File: src/rtl/mod_b_pkg.sv
// rtl/mod_b_pkg.sv - shared types and defaults for the mod_b downstream counter stage
package mod_b_pkg;

   typedef enum logic [1:0] {
      IDLE = 2'd0,
      RUN  = 2'd1,
      DONE = 2'd2
   } b_state_t;

   localparam int DEF_W         = 4;
   localparam int DEF_START_VAL = 1;

endpackage

File: src/rtl/trg_pend_buf.sv
// rtl/trg_pend_buf.sv - one-entry pending trigger buffer with overflow flag
module trg_pend_buf #(
   parameter int W = 4
) (
   input  logic         clk,
   input  logic         rst,
   input  logic         push,
   input  logic         pop,
   input  logic [W-1:0] data_in,
   output logic         valid,
   output logic [W-1:0] data_out,
   output logic         overflow
);

   logic         r_valid;
   logic [W-1:0] r_data;

   // A push only overflows when the entry is full and not being drained this cycle.
   assign overflow = push && r_valid && !pop;
   assign valid    = r_valid;
   assign data_out = r_data;

   always_ff @(posedge clk or negedge rst) begin
      if (!rst) begin
         r_valid <= 1'b0;
         r_data  <= '0;
      end else if (push && (!r_valid || pop)) begin
         r_valid <= 1'b1;
         r_data  <= data_in;
      end else if (pop) begin
         r_valid <= 1'b0;
      end
   end

endmodule

File: src/rtl/mod_b.sv
// rtl/mod_b.sv - downstream run counter triggered by count_a's ok pulse
module mod_b
   import mod_b_pkg::*;
#(
   parameter int W         = DEF_W,
   parameter int START_VAL = DEF_START_VAL
) (
   input  logic         clk,
   input  logic         rst,
   input  logic         trg_b,
   input  logic [W-1:0] val_a,
   output logic [W-1:0] count_b,
   output logic         busy,
   output logic         done,
   output logic         drop_err
);

   localparam logic [W-1:0] START_W = W'(START_VAL);

   b_state_t     r_state;
   logic [W-1:0] r_count;
   logic [W-1:0] r_target;
   logic         r_drop_err;

   logic         w_push;
   logic         w_pop;
   logic         w_pend_valid;
   logic [W-1:0] w_pend_data;
   logic         w_overflow;

   assign w_push = trg_b && (r_state != IDLE);
   assign w_pop  = (r_state == DONE) && w_pend_valid;

   trg_pend_buf #(
      .W (W)
   ) u_pend (
      .clk      (clk),
      .rst      (rst),
      .push     (w_push),
      .pop      (w_pop),
      .data_in  (val_a),
      .valid    (w_pend_valid),
      .data_out (w_pend_data),
      .overflow (w_overflow)
   );

   always_ff @(posedge clk or negedge rst) begin
      if (!rst) begin
         r_state    <= IDLE;
         r_count    <= '0;
         r_target   <= '0;
         r_drop_err <= 1'b0;
      end else begin
         if (w_overflow)
            r_drop_err <= 1'b1;
         case (r_state)
            IDLE: begin
               if (trg_b) begin
                  r_target <= val_a;
                  if (val_a == '0) begin
                     r_state <= DONE;
                  end else begin
                     r_state <= RUN;
                     r_count <= START_W;
                  end
               end
            end
            RUN: begin
               if (r_count == r_target)
                  r_state <= DONE;
               else
                  r_count <= r_count + 1'b1;
            end
            DONE: begin
               // A zero-length pending run re-enters DONE for a back-to-back pulse.
               if (w_pend_valid) begin
                  r_target <= w_pend_data;
                  if (w_pend_data == '0) begin
                     r_state <= DONE;
                  end else begin
                     r_state <= RUN;
                     r_count <= START_W;
                  end
               end else begin
                  r_state <= IDLE;
               end
            end
            default: r_state <= IDLE;
         endcase
      end
   end

   assign count_b  = r_count;
   assign busy     = (r_state != IDLE);
   assign done     = (r_state == DONE);
   assign drop_err = r_drop_err;

endmodule
File: config.mk
export PLATFORM = sky130hd
export DESIGN_NAME = mod_b
export DESIGN_NICKNAME = d
export VERILOG_FILES = /design/src/rtl/mod_b_pkg.sv /design/src/rtl/trg_pend_buf.sv /design/src/rtl/mod_b.sv
export SDC_FILE = /design/constraint.sdc
export NUM_CORES = 1
export LEC_CHECK = 0
export ABC_AREA = 0
export CAP_MARGIN = 5
export CORE_UTILIZATION = 54
export CTS_BUF_LIST = sky130_fd_sc_hd__clkbuf_4 sky130_fd_sc_hd__clkbuf_8 sky130_fd_sc_hd__clkbuf_16
export CTS_CLUSTER_DIAMETER = 150
export DETAILED_ROUTE_END_ITERATION = 16
export PLACE_DENSITY = 0.81
export SLEW_MARGIN = 10
export SYNTH_ARGS = -nofsm -noshare
export SYNTH_HDL_FRONTEND = slang
export SYNTH_SLANG_ARGS = --single-unit
File: constraint.sdc
create_clock -name clk -period 2.9 [get_ports clk]
set_input_delay 0.29 -clock clk [delete_from_list [all_inputs] [get_ports clk]]
set_output_delay 0.29 -clock clk [all_outputs]
set_load 0.03 [all_outputs]
==> results of run 1 <==
cell usage after synthesis, types with 4 or more instances:
cell	number
a21oi_1	9
dfrtp_1	16
mux2_2	5
mux2i_1	4
nand2_1	4
nand3_1	5
nor2_1	6
xor2_1	5
worst max-delay path by stage:
stage / from / end / slack [ns] / cells after the start
6_report: r_state[0]$_DFFE_PN0P_ / done / 0.78 / 3
3_3_place_gp: r_state[0]$_DFFE_PN0P_ / done / 1.13 / 3
2_1_floorplan: count_b[2]$_DFFE_PN0P_ / count_b[1]$_DFFE_PN0P_ / 1.08 / 4
3_5_place_dp: r_state[0]$_DFFE_PN0P_ / done / 1.12 / 3
4_1_cts: r_state[0]$_DFFE_PN0P_ / done / 0.79 / 3
5_1_grt: r_state[0]$_DFFE_PN0P_ / done / 0.73 / 3
layout make-up:
type                            count  area (µm²)
Tap cell                           15       18.77
Inverter                            2       7.507
Timing Repair Buffer               13       130.1
Fill cell                         107       352.8
Sequential cell                    16       400.4
Clock buffer                        4       36.28
Multi-Input combinational cell     57       420.4
power groups by stage:
stage	combinational (µW)	sequential, µW	clock [µW]
after CTS	570	427	151
after detailed placement	567	432	0
after global placement	552	431	0
after global routing	630	443	157
final	566	428	148
after floorplan	394	454	0
critical path, cell delays in order, from the launching register on:
cell	delay, ns
dfrtp_1	0.48
nand2b_1	0.30
inv_1	0.10
clkdlybuf4s50_1	0.67
cell families (layout without fill, tap and decap cells):
logic type               after synthesis  count (layout)  share of synthesized area
AND/OR/NAND/NOR                       22              22                     0.1458
AO/OA/AOI/OAI                         18              18                     0.1444
flip-flops                            16              16                     0.4762
multiplexers                          10              10                     0.1324
XOR/XNOR                               6               6                    0.06250
buffers and inverters                  5              19                    0.02381
adder cells (fa/ha/maj)                1               1                    0.01488
sequential cells by signal (all words and copies together) (netlist names):
register and cells:
u_pend.valid 1, u_pend.data_out 4, r_state 2, drop_err 1, count_b 4, r_target 4
layout by cell type (no fill, tap or decap), drive strengths merged, types with 2 or more instances in the layout:
master and count:
mux2i 4, mux2 6, nand2b 2, nand3 5, nand2 4, clkbuf 4
o22a 2, a21oi 9, a22o 2, clkdlybuf4s50 13, xor2 5, nor2 6
inv 2, dfrtp 16, nor4 3
stage by stage:
| stage | utilization | area [µm²] | power [µW] | hold slack (ns) | instances |
|---|---|---|---|---|---|
| after detailed placement | 0.7152 | 977.2 | 999.7 | 0.4717 | 103 |
| after floorplan | - | 840.8 | 847.9 | -0.005591 | 78 |
| after global placement | 0.7152 | 977.2 | 983.0 | 0.4545 | 103 |
| after CTS | 0.7418 | 1013 | 1148 | 0.4298 | 107 |
| after global routing | 0.7418 | 1013 | 1230 | 0.4814 | 107 |
| final | 0.7418 | 1013 | 1142 | 0.3969 | 107 |
layer usage:
layer	share of wire	vias to the layer above	global-route usage
met3	0.028	5	0.04348
met1	0.51	283	0.2564
met2	0.45	11	0.2875
met5	0	-	0
li1	-	310	-
met4	0.016	0	0.09032
==> summary.txt, run 1 <==
Status
  – Outcome: finished clean

Layout
  – Diode count: 0
  – Layout Nets: 101
  – Layout area overhead: 20.54%
  – Layout cells sized above 1: 0.1304

Synthesis
  – Area of the mapped netlist: 840.8 µm²
  – Post-synth ARST share: 1.000
  – Post-synthesis sequential area ratio: 0.4762
  – Synth cell types: 26
  – Commonest register cell after synthesis: dfrtp_1
  – Cells after Synth: 78
  – Synth Area per Inst: 10.78 µm²
  – Net count after synthesis: 86
  – Post-synth EDFFs: 0
  – Post-synth top area share: 0.4762
  – Top cells by area, synth: dfrtp_1 (48%), mux2_2 (6.7%), a21oi_1 (5.4%)
  – Ys Warns: 0
  – Post-synth top area cell: dfrtp_1
  – #FFs+latches synth: 16

Clock tree
  – CTS clk-pin slew, worst paths: 0.10 ns
  – Root Driver: clkbuf_4
  – Total of cells resized after clock tree synthesis: 0
  – CTS Buf Count: 3
  – Clock Path Buffers: 2
  – Clk sinks: 16
  – Worst-Skew Late Latency: 0.29 ns
  – Post-CTS Hold Buffers: 0
  – Setup Fix Bufs, Post-CTS: 0
  – H-tree level count: 1
  – CTS tree: built

Power and ir drop
  – PwrDens: 1127 nW/µm²
  – Clock power frac: 0.129
  – Cell Int Power: 671.8 µW
  – Combinational Power Share: 0.496
  – Leak pwr: 0.0004472 µW
  – Sw Pwr: 470.5 µW
  – VDD IR max: 658.1 µV
  – Part of the power in registers: 0.375
  – Sw frac: 0.4119

Timing
  – Fin crit share: 0.7299
  – Hold Violations, Final: 0
  – Slew HR: 0.5551
  – Finish-stage setup viols: 0
  – RSZ-0062 raised after global routing: false
  – Max Clock Freq: 472.5 MHz
  – Setup TNS: 0 ns
  – Setup slack after layout: 0.7834 ns
  – Minimum clock period: 2.117 ns
  – Worst-case clock skew: 0.007807 ns
  – Fin. max-slew vios: 0
  – Slew @ Worst Pin: 0.6652 ns

Critical path
  – Crit Path Class: reg -> out
  – CP Launch Type: flip-flop
  – Worst Path Arrival: 1.83 ns
  – R2R Setup Slk: 1.12 ns
  – Critical path required time: 2.61 ns
  – FF-to-FF Start: count_b[2]$_DFFE_PN0P_
  – FF-to-FF path depth: 4
  – Crit Reg-Reg Endpoint: count_b[1]$_DFFE_PN0P_
  – Critical Path Fanout Max: 10
  – Crit path capture type: primary output

GRT
  – GR Overflow Total: 0
  – Initial antenna violation count: 0
  – Vias in the first global route: 575
  – Largest net degree at the start of global routing: 17
  – Total GRT Usage: 0.1897
  – First-pass GRT wire length: 2.504 mm

Floorplanning
  – Core ar.: 1366 µm²
  – Initial core utilization: 0.6154
  – I/O Pins: 14
  – Die area: 1719 µm²
  – Die width: 41.46 µm
  – Row cnt: 13
  – Die height: 41.46 µm

Place
  – Port buffer count: 13
  – Pre-CTS setup slack: 1.119 ns
  – Detailed-placement wirelength estimate: 1.107 mm
  – Routability cong.: 0.7466

Route
  – Vias per cell: 5.692
  – Starting DRT DRC Count: 5
  – Drt pass-1 iters: 4
  – Avg WL per Cell: 13.49 µm
  – Vias: 609
  – Residual DRC count: 0
  – Routed Wire Length: 1.443 mm
  – DRT antenna net count: 0

Hold path
  – HP Class: in -> async

Job
  – Max-Cap Viols: 0
(Power assumes the default switching activity.)
==> inputs of run 2 (changes only) <==
--- a/config.mk
+++ b/config.mk
@@ -7,11 +7,11 @@
 export LEC_CHECK = 0
 export ABC_AREA = 0
 export CAP_MARGIN = 5
-export CORE_UTILIZATION = 54
+export CORE_UTILIZATION = 45
 export CTS_BUF_LIST = sky130_fd_sc_hd__clkbuf_4 sky130_fd_sc_hd__clkbuf_8 sky130_fd_sc_hd__clkbuf_16
 export CTS_CLUSTER_DIAMETER = 150
 export DETAILED_ROUTE_END_ITERATION = 16
-export PLACE_DENSITY = 0.81
+export PLACE_DENSITY = 0.72
 export SLEW_MARGIN = 10
 export SYNTH_ARGS = -nofsm -noshare
 export SYNTH_HDL_FRONTEND = slang
==> constraint.sdc (replaced) <==
create_clock -name clk -period 1.9 [get_ports clk]
set_input_delay 0.19 -clock clk [delete_from_list [all_inputs] [get_ports clk]]
set_output_delay 0.19 -clock clk [all_outputs]
set_load 0.03 [all_outputs]
==> run 2 against run 1 <==
Against the previous run:
- combinational power up 58%
- core utilization down 13 points
- die area up 19%
- final area up 5.9%
- setup slack worse by 0.55 ns
- flip-flop and latch count unchanged
- highest routed layer unchanged
==> summary.txt, run 2 (synthesized netlist as in run 1, its figures left out) <==
Status
  – Outcome: finished clean

Clock tree
  – CTS tree: built
  – Setup Fix Bufs, Post-CTS: 0
  – H-tree level count: 1
  – Clk sinks: 16
  – Clock Path Buffers: 2
  – Worst-Skew Late Latency: 0.29 ns
  – Total of cells resized after clock tree synthesis: 1
  – CTS Buf Count: 3
  – Root Driver: clkbuf_4
  – CTS clk-pin slew, worst paths: 0.09 ns
  – Post-CTS Hold Buffers: 0

Power and ir drop
  – Cell Int Power: 1061 µW
  – Combinational Power Share: 0.502
  – PwrDens: 1666 nW/µm²
  – Clock power frac: 0.128
  – Part of the power in registers: 0.370
  – Sw frac: 0.4068
  – VDD IR max: 852.4 µV
  – Leak pwr: 0.0004830 µW
  – Sw Pwr: 727.6 µW

Layout
  – Fillers: 150
  – Layout Nets: 107
  – Layout cells sized above 1: 0.1939
  – Most frequent cells in the layout: dfrtp_1 (15), clkdlybuf4s50_1 (11), a21oi_1 (9)
  – Commonest non-fill, non-tap cell in the layout: dfrtp_1
  – Layout area overhead: 27.68%
  – Post-route cell area: 1074 µm²
  – Finished Layout Cells: 123
  – Diode count: 0

Critical path
  – Crit path capture type: primary output
  – Worst path max stage delay: 0.71 ns
  – CP Launch Type: flip-flop
  – Crit Path Class: reg -> out
  – Critical path required time: 1.71 ns
  – Slowest-stage cell, CP: clkdlybuf4s50_1
  – Worst Path Arrival: 1.48 ns
  – Top delay family on crit path: buffers and inverters
  – WP buf/inv: 1
  – Critical Path Fanout Max: 6
  – Critical Path, Cell by Cell: clkdlybuf4s50_1

Place
  – Port buffer count: 13
  – Routability cong.: 0.7098
  – Placed cell count: 119
  – Detailed-placement wirelength estimate: 1.176 mm
  – Placed Area: 1035 µm²

Floorplanning
  – Row cnt: 15
  – Die area: 2045 µm²
  – Die width: 45.23 µm
  – Die height: 45.23 µm
  – Core ar.: 1745 µm²
  – Initial core utilization: 0.4817
  – I/O Pins: 14

Timing
  – Finish-stage setup viols: 0
  – Slew HR: 0.7206
  – Max Clock Freq: 599.3 MHz
  – Worst-case clock skew: 0.0007460 ns
  – Slew @ Worst Pin: 0.4178 ns
  – Minimum clock period: 1.669 ns
  – Fin. max-slew vios: 0
  – Setup TNS: 0 ns
  – Fin crit share: 0.8782
  – Hold Violations, Final: 0
  – RSZ-0062 raised after global routing: false

Job
  – Max-Cap Viols: 0

GRT
  – First-pass GRT wire length: 2.504 mm
  – Total GRT Usage: 0.1773
  – Vias in the first global route: 599
  – Initial antenna violation count: 0
  – Largest net degree at the start of global routing: 17
  – GR Overflow Total: 0

Route
  – Drt pass-1 iters: 4
  – Starting DRT DRC Count: 17
  – Vias: 638
  – Vias per cell: 5.187
  – Avg WL per Cell: 12.54 µm
  – Routed Wire Length: 1.543 mm
  – DRT antenna net count: 0
  – Residual DRC count: 0

Hold path
  – HP Class: in -> async
## run 2: cell count changes in the layout (fill, tap and decap cells not counted)
cell / before / now
dfrtp_2: 0 / 1
dlygate4sd2_1: 0 / 1
buf_4: 0 / 6
dlymetal6s2s_1: 0 / 1
dfrtp_1: 16 / 15
clkdlybuf4s50_1: 13 / 11
## run 2: path summary, 6_finish.rpt
kind	to	startpoint	depth (start not counted)	slack [ns]
max reg2reg	count_b[1]$_DFFE_PN0P_	count_b[2]$_DFFE_PN0P_	4	0.25
min in group clk	drop_err$_DFFE_PN0P_	drop_err$_DFFE_PN0P_	1	0.48
min	drop_err$_DFFE_PN0P_	rst	2	0.20
max in group asynchronous	r_state[0]$_DFFE_PN0P_	rst	2	1.51
min reg2reg	drop_err$_DFFE_PN0P_	drop_err$_DFFE_PN0P_	1	0.48
max	count_b[0]	count_b[0]$_DFFE_PN0P_	1	0.23
## run 2: layout make-up
cell class / count / area, µm² / share of cell area
clock buffer: 4 / 36.28 / 0.03380
sequential: 16 / 401.6 / 0.3741
multi-input combinational: 57 / 420.4 / 0.3916
inverter: 2 / 7.507 / 0.006993
tap: 25 / 31.28 / 0.02914
timing repair buffer: 19 / 176.4 / 0.1643
## run 2: through the flow
step | hold slack [ns] | utilization | setup WS [ns] | total power, µW
6_report | 0.2034 | 0.6151 | 0.2314 | 1789
4_1_cts | 0.2045 | 0.6129 | 0.02440 | 1802
5_1_grt | 0.2446 | 0.6151 | 0.1709 | 1906
3_5_place_dp | 0.4616 | 0.5928 | 0.2657 | 1573
3_3_place_gp | 0.4563 | 0.5928 | 0.2820 | 1551
2_1_floorplan | -0.1056 | - | 0.08166 | 1294
## run 2: power by group through the flow
stage	sequential, µW	combinational, µW	clock, µW
after floorplan	693	601	0
after global placement	667	884	0
after detailed placement	668	905	0
after CTS	663	904	235
after global routing	684	975	246
final	663	897	229
## run 2: per-layer routing
layer,GRT usage,share of wire,vias up
met5,0,0,-
met4,0.1091,0.014,0
met3,0.02400,0.025,4
met2,0.2841,0.47,12
met1,0.2253,0.49,301
li1,-,-,321
==> inputs of run 3 (changes only) <==
--- a/config.mk
+++ b/config.mk
@@ -7,10 +7,12 @@
 export LEC_CHECK = 0
 export ABC_AREA = 0
 export CAP_MARGIN = 5
+export CORE_MARGIN = 3
 export CORE_UTILIZATION = 45
 export CTS_BUF_LIST = sky130_fd_sc_hd__clkbuf_4 sky130_fd_sc_hd__clkbuf_8 sky130_fd_sc_hd__clkbuf_16
 export CTS_CLUSTER_DIAMETER = 150
 export DETAILED_ROUTE_END_ITERATION = 16
+export MAX_ROUTING_LAYER = met4
 export PLACE_DENSITY = 0.72
 export SLEW_MARGIN = 10
 export SYNTH_ARGS = -nofsm -noshare
==> run 3 against run 2 <==
Against the previous run:
- flip-flop and latch count unchanged
- clock skew rose by 0.0013 ns
- non-clock buffer count shrank 1
- fmax shrank 8.0%
- register-to-register slack gained 0.03 ns
==> summary.txt, run 3 (synthesized netlist as in run 1, its figures left out) <==
Route
  – Starting DRT DRC Count: 4
  – Avg WL per Cell: 13.40 µm
  – Residual DRC count: 0
  – Vias: 658
  – Drt pass-1 iters: 4
  – DRT antenna net count: 0
  – Vias per cell: 5.438
  – Routed Wire Length: 1.622 mm

Timing
  – Worst-case clock skew: 0.002021 ns
  – Finish-stage setup viols: 0
  – RSZ-0062 raised after global routing: false
  – Slew @ Worst Pin: 0.4307 ns
  – Setup slack after layout: 0.08576 ns
  – Setup TNS: 0 ns
  – Slew HR: 0.7102
  – Fin. max-slew vios: 0
  – Hold WS: 0.2072 ns
  – Max Clock Freq: 551.2 MHz
  – Fin crit share: 0.9549
  – Hold Violations, Final: 0
  – Minimum clock period: 1.814 ns

Floorplanning
  – Die area: 2423 µm²
  – Row cnt: 14
  – I/O Pins: 14
  – Die width: 49.23 µm
  – Core ar.: 1629 µm²
  – Die height: 49.23 µm
  – Initial core utilization: 0.5161

Status
  – Outcome: finished clean

Critical path
  – Critical path required time: 1.71 ns
  – Setup crit end: busy
  – Worst Path Arrival: 1.62 ns
  – CP Launch Type: flip-flop
  – Crit Reg-Reg Endpoint: count_b[1]$_DFFE_PN0P_
  – Critical Path Fanout Max: 10
  – Crit path capture type: primary output
  – CP startpoint: r_state[0]$_DFFE_PN0P_
  – Crit Path Class: reg -> out
  – FF-to-FF path depth: 4
  – FF-to-FF Start: count_b[2]$_DFFE_PN0P_
  – R2R Setup Slk: 0.28 ns

Place
  – Detailed-placement wirelength estimate: 1.238 mm
  – Routability cong.: 0.7543
  – Port buffer count: 13
  – Placed cell count: 117
  – Pre-CTS setup slack: 0.2867 ns

Clock tree
  – Setup Fix Bufs, Post-CTS: 0
  – CTS Buf Count: 3
  – Clk sinks: 16
  – CTS tree: built
  – Total of cells resized after clock tree synthesis: 1
  – Root Driver: clkbuf_4
  – CTS clk-pin slew, worst paths: 0.10 ns
  – Post-CTS Hold Buffers: 0
  – H-tree level count: 1
  – Clock Path Buffers: 2
  – Worst-Skew Late Latency: 0.29 ns

Layout
  – Commonest non-fill, non-tap cell in the layout: dfrtp_1
  – Finished Layout Cells: 121
  – Diode count: 0
  – Layout area overhead: 26.34%
  – Layout Nets: 106
  – Layout cells sized above 1: 0.1856
  – Most frequent cells in the layout: dfrtp_1 (15), clkdlybuf4s50_1 (12), a21oi_1 (9)

Power and ir drop
  – PwrDens: 1685 nW/µm²
  – Leak pwr: 0.0004756 µW
  – VDD IR max: 797.0 µV

GRT
  – First-pass GRT wire length: 2.925 mm
  – Initial antenna violation count: 0
  – Total GRT Usage: 0.1625
  – GR Overflow Total: 0
  – Vias in the first global route: 644
  – Largest net degree at the start of global routing: 17

Job
  – Max-Cap Viols: 0

Hold path
  – HP Class: in -> async
[run 3: cell count changes in the layout (fill, tap and decap cells not counted), sizes merged]
cell           before  now
buf                 6    5
clkdlybuf4s50      11   12
dlymetal6s2s        1    0
[run 3: worst min path at each step]
stage / from / end / slack, ns
final: rst / r_state[1]$_DFFE_PN0P_ / 0.21
after floorplan: rst / count_b[0]$_DFFE_PN0P_ / -0.11
after CTS: rst / r_state[1]$_DFFE_PN0P_ / 0.21
after global routing: rst / count_b[2]$_DFFE_PN0P_ / 0.22
after global placement: drop_err$_DFFE_PN0P_ / drop_err$_DFFE_PN0P_ / 0.46
after detailed placement: drop_err$_DFFE_PN0P_ / drop_err$_DFFE_PN0P_ / 0.46
[run 3: per-stage QoR]
step / area [µm²] / util / power [µW]
2_1_floorplan: 840.8 / - / 1294
3_3_place_gp: 1026 / 0.6298 / 1545
3_5_place_dp: 1026 / 0.6298 / 1565
4_1_cts: 1061 / 0.6513 / 1801
5_1_grt: 1062 / 0.6521 / 1935
6_report: 1062 / 0.6521 / 1790
[run 3: layout make-up]
cell class,count,area [µm²]
clock buffer,4,36.28
tap,24,30.03
timing repair buffer,18,166.4
fill,138,566.8
multi-input combinational,57,420.4
inverter,2,7.507
sequential,16,401.6
[run 3: per-layer routing]
| layer | vias up | part of all wire | track usage |
|---|---|---|---|
| li1 | 325 | - | - |
| met1 | 315 | 0.43 | 0.1935 |
| met2 | 13 | 0.50 | 0.2522 |
| met3 | 5 | 0.036 | 0.02752 |
| met4 | 0 | 0.026 | 0.1043 |
| met5 | - | 0 | - |
[run 3: where the power goes]
part	leakage (µW)	switching, µW	internal [µW]
logic	0.000274	442	451
registers	0.000181	171	494
clock network	0.0000210	114	117
total	0.000476	728	1060
[run 3: worst max-delay path, cell delays in order, from the launching register on]
cell and delay [ns]:
dfrtp_2 0.48, nor2_1 0.19, inv_1 0.07, clkdlybuf4s50_1 0.59
